[src/rtl/reservation_station_pkg.sv]
// Shared constants and types for the ALU reservation station.
package reservation_station_pkg;

  localparam int RS_SIZE  = 8;
  localparam int RS_BIT   = 3;
  localparam int ROB_BIT  = 4;
  localparam int OP_WIDTH = 5;
  localparam int XLEN     = 32;

  localparam logic [OP_WIDTH-1:0] ALU_ADD  = 5'd0;
  localparam logic [OP_WIDTH-1:0] ALU_SUB  = 5'd1;
  localparam logic [OP_WIDTH-1:0] ALU_AND  = 5'd2;
  localparam logic [OP_WIDTH-1:0] ALU_OR   = 5'd3;
  localparam logic [OP_WIDTH-1:0] ALU_XOR  = 5'd4;
  localparam logic [OP_WIDTH-1:0] ALU_SLL  = 5'd5;
  localparam logic [OP_WIDTH-1:0] ALU_SRL  = 5'd6;
  localparam logic [OP_WIDTH-1:0] ALU_SRA  = 5'd7;
  localparam logic [OP_WIDTH-1:0] ALU_SLT  = 5'd8;
  localparam logic [OP_WIDTH-1:0] ALU_SLTU = 5'd9;

  // One waiting instruction; vj/vk are only meaningful once has_q* is clear.
  typedef struct packed {
    logic [OP_WIDTH-1:0] op;
    logic [XLEN-1:0]     pc;
    logic [XLEN-1:0]     vj;
    logic [XLEN-1:0]     vk;
    logic                has_qj;
    logic                has_qk;
    logic [ROB_BIT-1:0]  qj;
    logic [ROB_BIT-1:0]  qk;
    logic [ROB_BIT-1:0]  rob_id;
  } rs_entry_t;

  // True when a valid broadcast carries the tag an operand is waiting on.
  function automatic logic cdb_hit(input logic valid, input logic [ROB_BIT-1:0] tag,
                                   input logic [ROB_BIT-1:0] q);
    return valid && (tag == q);
  endfunction

endpackage

[src/rtl/reservation_station_chooser.sv]
// Lowest-index priority picks: first prepared entry for dispatch and first
// free entry for issue.
module reservation_station_chooser
  import reservation_station_pkg::*;
(
  input  logic [RS_SIZE-1:0] busy_i,
  input  logic [RS_SIZE-1:0] prepared_i,
  output logic [RS_BIT-1:0]  rs_entry_o,
  output logic               ready_o,
  output logic [RS_BIT-1:0]  issue_entry_o,
  output logic               full_o
);

  // Scan from the top down so the lowest matching index is the one that sticks.
  always_comb begin
    rs_entry_o    = '0;
    ready_o       = 1'b0;
    issue_entry_o = '0;
    full_o        = 1'b1;
    for (int i = RS_SIZE - 1; i >= 0; i--) begin
      if (prepared_i[i]) begin
        rs_entry_o = RS_BIT'(i);
        ready_o    = 1'b1;
      end
      if (!busy_i[i]) begin
        issue_entry_o = RS_BIT'(i);
        full_o        = 1'b0;
      end
    end
  end

endmodule

[src/rtl/reservation_station.sv]
// ALU reservation station: buffers issued instructions, captures operands
// from the two CDB ports, and hands one operand-complete entry per cycle to
// the ALU.
module reservation_station
  import reservation_station_pkg::*;
(
  input  logic                clk_in,
  input  logic                rst_in,
  input  logic                rdy_in,
  input  logic                clear_in,
  input  logic                issue_valid,
  input  logic [OP_WIDTH-1:0] issue_op,
  input  logic [XLEN-1:0]     issue_pc,
  input  logic [XLEN-1:0]     issue_vj,
  input  logic [XLEN-1:0]     issue_vk,
  input  logic                issue_has_qj,
  input  logic                issue_has_qk,
  input  logic [ROB_BIT-1:0]  issue_qj,
  input  logic [ROB_BIT-1:0]  issue_qk,
  input  logic [ROB_BIT-1:0]  issue_rob_id,
  output logic                full_out,
  input  logic                cdb0_valid,
  input  logic [ROB_BIT-1:0]  cdb0_rob_id,
  input  logic [XLEN-1:0]     cdb0_value,
  input  logic                cdb1_valid,
  input  logic [ROB_BIT-1:0]  cdb1_rob_id,
  input  logic [XLEN-1:0]     cdb1_value,
  output logic                alu_valid,
  output logic [OP_WIDTH-1:0] alu_op,
  output logic [XLEN-1:0]     alu_v1,
  output logic [XLEN-1:0]     alu_v2,
  output logic [XLEN-1:0]     alu_pc,
  output logic [ROB_BIT-1:0]  alu_rob_id
);

  logic [RS_SIZE-1:0]  busy_q, busy_d;
  rs_entry_t           ent_q [RS_SIZE];
  rs_entry_t           ent_d [RS_SIZE];
  rs_entry_t           new_ent;
  logic [RS_SIZE-1:0]  prepared;
  logic [RS_BIT-1:0]   rs_entry, issue_entry;
  logic                ready, full;

  logic                alu_valid_q, alu_valid_d;
  logic [OP_WIDTH-1:0] alu_op_q, alu_op_d;
  logic [XLEN-1:0]     alu_v1_q, alu_v1_d, alu_v2_q, alu_v2_d, alu_pc_q, alu_pc_d;
  logic [ROB_BIT-1:0]  alu_rob_id_q, alu_rob_id_d;

  // An entry may dispatch once it holds both operand values.
  always_comb begin
    for (int i = 0; i < RS_SIZE; i++)
      prepared[i] = busy_q[i] && !ent_q[i].has_qj && !ent_q[i].has_qk;
  end

  reservation_station_chooser u_chooser (
    .busy_i        (busy_q),
    .prepared_i    (prepared),
    .rs_entry_o    (rs_entry),
    .ready_o       (ready),
    .issue_entry_o (issue_entry),
    .full_o        (full)
  );

  assign full_out = full;

  // Incoming instruction with same-cycle CDB forwarding; cdb0 wins a double hit.
  always_comb begin
    new_ent.op     = issue_op;
    new_ent.pc     = issue_pc;
    new_ent.vj     = issue_vj;
    new_ent.vk     = issue_vk;
    new_ent.has_qj = issue_has_qj;
    new_ent.has_qk = issue_has_qk;
    new_ent.qj     = issue_qj;
    new_ent.qk     = issue_qk;
    new_ent.rob_id = issue_rob_id;
    if (issue_has_qj && cdb_hit(cdb0_valid, cdb0_rob_id, issue_qj)) begin
      new_ent.vj = cdb0_value; new_ent.has_qj = 1'b0;
    end else if (issue_has_qj && cdb_hit(cdb1_valid, cdb1_rob_id, issue_qj)) begin
      new_ent.vj = cdb1_value; new_ent.has_qj = 1'b0;
    end
    if (issue_has_qk && cdb_hit(cdb0_valid, cdb0_rob_id, issue_qk)) begin
      new_ent.vk = cdb0_value; new_ent.has_qk = 1'b0;
    end else if (issue_has_qk && cdb_hit(cdb1_valid, cdb1_rob_id, issue_qk)) begin
      new_ent.vk = cdb1_value; new_ent.has_qk = 1'b0;
    end
  end

  // Next state: flush, pause, or wakeup + issue + dispatch on disjoint entries.
  always_comb begin
    busy_d       = busy_q;
    ent_d        = ent_q;
    alu_valid_d  = 1'b0;
    alu_op_d     = alu_op_q;
    alu_v1_d     = alu_v1_q;
    alu_v2_d     = alu_v2_q;
    alu_pc_d     = alu_pc_q;
    alu_rob_id_d = alu_rob_id_q;
    if (clear_in) begin
      busy_d = '0;
    end else if (rdy_in) begin
      for (int i = 0; i < RS_SIZE; i++) begin
        if (busy_q[i] && ent_q[i].has_qj) begin
          if (cdb_hit(cdb0_valid, cdb0_rob_id, ent_q[i].qj)) begin
            ent_d[i].vj = cdb0_value; ent_d[i].has_qj = 1'b0;
          end else if (cdb_hit(cdb1_valid, cdb1_rob_id, ent_q[i].qj)) begin
            ent_d[i].vj = cdb1_value; ent_d[i].has_qj = 1'b0;
          end
        end
        if (busy_q[i] && ent_q[i].has_qk) begin
          if (cdb_hit(cdb0_valid, cdb0_rob_id, ent_q[i].qk)) begin
            ent_d[i].vk = cdb0_value; ent_d[i].has_qk = 1'b0;
          end else if (cdb_hit(cdb1_valid, cdb1_rob_id, ent_q[i].qk)) begin
            ent_d[i].vk = cdb1_value; ent_d[i].has_qk = 1'b0;
          end
        end
      end
      if (issue_valid && !full) begin
        ent_d[issue_entry]  = new_ent;
        busy_d[issue_entry] = 1'b1;
      end
      if (ready) begin
        alu_valid_d      = 1'b1;
        alu_op_d         = ent_q[rs_entry].op;
        alu_v1_d         = ent_q[rs_entry].vj;
        alu_v2_d         = ent_q[rs_entry].vk;
        alu_pc_d         = ent_q[rs_entry].pc;
        alu_rob_id_d     = ent_q[rs_entry].rob_id;
        busy_d[rs_entry] = 1'b0;
      end
    end
  end

  // Control state and ALU outputs, cleared by reset.
  always_ff @(posedge clk_in) begin
    if (rst_in) begin
      busy_q       <= '0;
      alu_valid_q  <= 1'b0;
      alu_op_q     <= '0;
      alu_v1_q     <= '0;
      alu_v2_q     <= '0;
      alu_pc_q     <= '0;
      alu_rob_id_q <= '0;
    end else begin
      busy_q       <= busy_d;
      alu_valid_q  <= alu_valid_d;
      alu_op_q     <= alu_op_d;
      alu_v1_q     <= alu_v1_d;
      alu_v2_q     <= alu_v2_d;
      alu_pc_q     <= alu_pc_d;
      alu_rob_id_q <= alu_rob_id_d;
    end
  end

  // Entry payloads are qualified by busy, so they need no reset.
  always_ff @(posedge clk_in) begin
    ent_q <= ent_d;
  end

  assign alu_valid  = alu_valid_q;
  assign alu_op     = alu_op_q;
  assign alu_v1     = alu_v1_q;
  assign alu_v2     = alu_v2_q;
  assign alu_pc     = alu_pc_q;
  assign alu_rob_id = alu_rob_id_q;

endmodule

[config.mk]
export PLATFORM = sky130hd
export DESIGN_NAME = reservation_station
export DESIGN_NICKNAME = d
export VERILOG_FILES = /design/src/rtl/reservation_station_pkg.sv /design/src/rtl/reservation_station_chooser.sv /design/src/rtl/reservation_station.sv
export SDC_FILE = /design/constraint.sdc
export NUM_CORES = 2
export LEC_CHECK = 0
export CORE_UTILIZATION = 41
export CTS_CLUSTER_DIAMETER = 100
export DETAILED_ROUTE_END_ITERATION = 7
export SLEW_MARGIN = 20
export SYNTH_ARGS = -nofsm -noshare
export SYNTH_HDL_FRONTEND = slang
export SYNTH_SLANG_ARGS = --single-unit
export TNS_END_PERCENT = 10
[constraint.sdc]
create_clock -name clk_in -period 14.9 [get_ports clk_in]
set_clock_uncertainty 0.1 [all_clocks]
set_input_delay 2.98 -clock clk_in [delete_from_list [all_inputs] [get_ports clk_in]]
set_output_delay 2.98 -clock clk_in [all_outputs]
set_load 0.01 [all_outputs]
==> results.cfg <==
[clocking]
numCtsBuffers = 116
clk_latency_ns = 0.78
cts_buffer_depth = 3
clkSinkCount = 1034
clkTransAtPathRegs_ns = 0.06
cts_setup_buffers = 0
cts_max_level = 3
cts-hold-fix-buffers = 0
cts-resized-gates = 0
cts_tree = built
root_buffer = clkbuf_16

[die]
die_h_um = 380
core_area_sq_um = 142000
fp-row-count = 138
ioPinCount = 301
chipWidth_um = 380
die_area_sq_um = 144000
start_util = 0.413

[grt]
grt_pass1_wl_um = 307000
overflow = 0
antenna_found_initial = 20
grt_start_max_net_pins = 158
grt_pass1_vias = 43201
track_usage = 0.286

[drt]
drt_pass1_iterations = 6
drtIter0Drc = 4850
routedWlPerCell_um = 30.8
route.detailed.drc = 0
via_per_inst = 6.34
ant_nets = 0
drt-total-wl_um = 213000
vias = 43823

[synth]
syn_area_sq_um = 58600
synthCells = 4832
ys_seq_elements = 1034
avgSynthCellArea_sq_um = 12.1
synth_edf_count = 920
async_flop_share = 0
synth_nets = 5026
synth-main-ff-cell = edfxtp_1
seq_area_frac_synth = 0.510
ys_types = 61
synth_warnings = 0

[layout]
syn2layout_area_growth_pct = 15.3
fin_area_sq_um = 67600
drive_gt1_frac = 0.180
final_nets = 5109
nFillCells = 12627

[setup_path]
cp.depth = 5
crit_chain = clkdlybuf4s50_1 -> nand2b_1 -> inv_8 -> buf_12 -> buf_4
r2r_end = alu_v1[16]$_SDFFE_PP0P_
critical_path_required_ns = 15.18
crit_slowest_cell = clkdlybuf4s50_1
cp-startpoint = rdy_in
path_max_fanout = 157
crit_type = in -> reg
cp_slowest_stage_delay_ns = 0.96
worst_setup_path_end_kind = flip-flop
endpoint = ent_q[285]$_DFFE_PP_
setup.worst_path.start_class = primary input
r2r-start = busy_q[7]$_SDFFE_PP0P_
cp_top_family = buffers and inverters
cp.arrival_ns = 7.48
reg2reg_slack_ns = 10.29
path_buf_inv = 4
r2r_cells = 8

[power_and_ir_drop]
leakage_uw = 0.0266
p_per_area_nw_per_um2 = 101
ir_drop_v = 0.000108

[place]
place_ws_ns = 6.99
hpwl_um = 114000
post_dp_cell_area_sq_um = 63600
io_buffer_count = 300
place_congestion = 0.855

[sta]
finalSetupViolCount = 0
fmaxAchievable_mhz = 139
post-route-min-period_ns = 7.21
rsz0062_at_grt = no
slew_viol_final = 0
worst_slack_ns = 7.69
timing.final.hold_violations = 0
maxSlewHeadroom = 0.207
finalCritPeriodShare = 0.484
tns_ns = 0
tightest_slew_ns = 1.19

[flow_run]
maxCapViolCount = 0

[run_status]
status = finished, final reports clean

[hold_path]
hold_path_class = reg -> reg
-- routing by layer --
layer  GRT usage  routed length (um)
met1       0.383               87600
met2       0.454               97100
met3      0.0605               19700
met4       0.107                8340
met5           0                 190
-- flip-flops by register name, indices dropped and copies added (netlist names) --
register / count
alu_v2: 32
alu_valid: 1
ent_q: 920
alu_pc: 32
alu_op: 5
alu_rob_id: 4
busy_q: 8
alu_v1: 32
-- cells by family after synthesis --
| family | after synthesis | share of synthesized area |
|---|---|---|
| flip-flops | 1034 | 0.510 |
| buffers and inverters | 503 | 0.0343 |
| AND/OR/NAND/NOR | 883 | 0.0708 |
| XOR/XNOR | 135 | 0.0202 |
| multiplexers | 1412 | 0.252 |
| AO/OA/AOI/OAI | 865 | 0.113 |
-- Yosys cell counts, types with 3 or more instances --
cell type / instances / area [sq um]
a211o_1: 104 / 911
a211oi_1: 3 / 22.5
a21boi_0: 8 / 60.1
a21o_1: 15 / 113
a21oi_1: 88 / 440
a221o_1: 105 / 1050
a221oi_1: 104 / 911
a22o_1: 5 / 43.8
a22oi_1: 31 / 233
a311oi_1: 7 / 61.3
a31oi_1: 3 / 18.8
a32o_1: 105 / 1050
and2_1: 6 / 37.5
and3_1: 71 / 444
buf_1: 34 / 128
buf_2: 77 / 385
buf_6: 3 / 33.8
clkbuf_1: 346 / 1300
dfxtp_1: 114 / 2280
edfxtp_1: 920 / 27600
inv_1: 42 / 158
mux2_2: 492 / 5540
mux2i_1: 920 / 9210
nand2_1: 457 / 1720
nand2b_1: 24 / 150
nand3_1: 151 / 756
nand4_1: 4 / 25.0
nor2_1: 33 / 124
nor2b_1: 6 / 37.5
nor3_1: 40 / 200
nor3b_1: 15 / 113
nor4_1: 7 / 43.8
o211ai_1: 18 / 135
o21a_1: 5 / 37.5
o21ai_0: 172 / 861
o21ba_2: 5 / 50.1
o21bai_1: 4 / 30.0
o22ai_1: 57 / 357
o2bb2ai_1: 10 / 87.6
or2_2: 4 / 25.0
or3_1: 37 / 231
or3b_2: 22 / 193
xnor2_1: 55 / 482
xor2_1: 80 / 701
-- worst register-to-register path, stage by stage (launching register included) --
cell and delay [ns]:
dfxtp_1 0.52, or3b_2 0.52, nor2b_4 0.15, buf_4 0.43, a31oi_1 0.52, nor2b_4 0.21, buf_4 0.86, buf_4 0.91
a32o_1 0.30
-- stage by stage --
step	std cells	util	hold WS [ns]	power, uW
after floorplan	4832	-	0.411	3640
after global placement	6687	0.448	0.347	3820
after detailed placement	6687	0.448	0.357	3830
after CTS	6907	0.477	0.369	6830
after global routing	6909	0.477	0.383	6980
final	6912	0.477	0.367	6810
-- layout make-up --
| class | count | area [sq um] | area share |
|---|---|---|---|
| flip-flops and latches | 1034 | 29900 | 0.443 |
| well taps | 1890 | 2360 | 0.0350 |
| multi-input cells | 3295 | 27100 | 0.402 |
| diodes | 5 | 12.5 | 0.000185 |
| clock inverters | 75 | 871 | 0.0129 |
| inverters | 42 | 165 | 0.00244 |
| clock buffers | 145 | 3120 | 0.0462 |
| repair buffers | 426 | 3990 | 0.0590 |
-- cells in the final DEF, fill, tap and decap left out, types with 9 or more instances in the layout --
cell             count
mux2i_1            920
o21ai_0            172
a21oi_1             79
dfxtp_1            114
clkbuf_8            11
clkbuf_16          116
o22ai_1             57
buf_4              123
clkdlybuf4s50_1    300
xor2_1              80
nand3_1            146
clkbuf_1            18
or3_1               35
inv_1               41
and3_1              63
nor2_1              16
nor3b_1             15
a211o_1            104
o211ai_1            18
clkinv_2            32
a22oi_1             31
a221o_1            105
nand2b_1            24
o2bb2ai_1           10
a221oi_1           104
nor3_1              39
bufinv_16           15
edfxtp_1           920
a21o_1              15
a32o_1             105
clkinv_1            15
or3b_2              22
nor2_4              17
nand2_1            453
mux2_2             492
a21oi_4              9
xnor2_1             55
-- how the worst min path moves through the flow --
| stage | from | endpoint | slack, ns | depth (start not counted) |
|---|---|---|---|---|
| 2_1_floorplan | alu_op[0]$_SDFFE_PP0P_ | alu_op[0]$_SDFFE_PP0P_ | 0.41 | 1 |
| 3_3_place_gp | alu_rob_id[2]$_SDFFE_PP0P_ | alu_rob_id[2]$_SDFFE_PP0P_ | 0.35 | 1 |
| 3_5_place_dp | alu_pc[2]$_SDFFE_PP0P_ | alu_pc[2]$_SDFFE_PP0P_ | 0.36 | 1 |
| 4_1_cts | alu_v2[30]$_SDFFE_PP0P_ | alu_v2[30]$_SDFFE_PP0P_ | 0.37 | 1 |
| 5_1_grt | alu_v1[18]$_SDFFE_PP0P_ | alu_v1[18]$_SDFFE_PP0P_ | 0.38 | 1 |
| 6_report | alu_v2[30]$_SDFFE_PP0P_ | alu_v2[30]$_SDFFE_PP0P_ | 0.37 | 1 |
-- power breakdown --
group          leakage (uW)  total (uW)  internal (uW)  switching [uW]
logic                0.0152         511            208             303
clock network       0.00197        3030           1750            1280
registers           0.00940        3260           3230            35.0
Power figures use the tool's default switching activity.
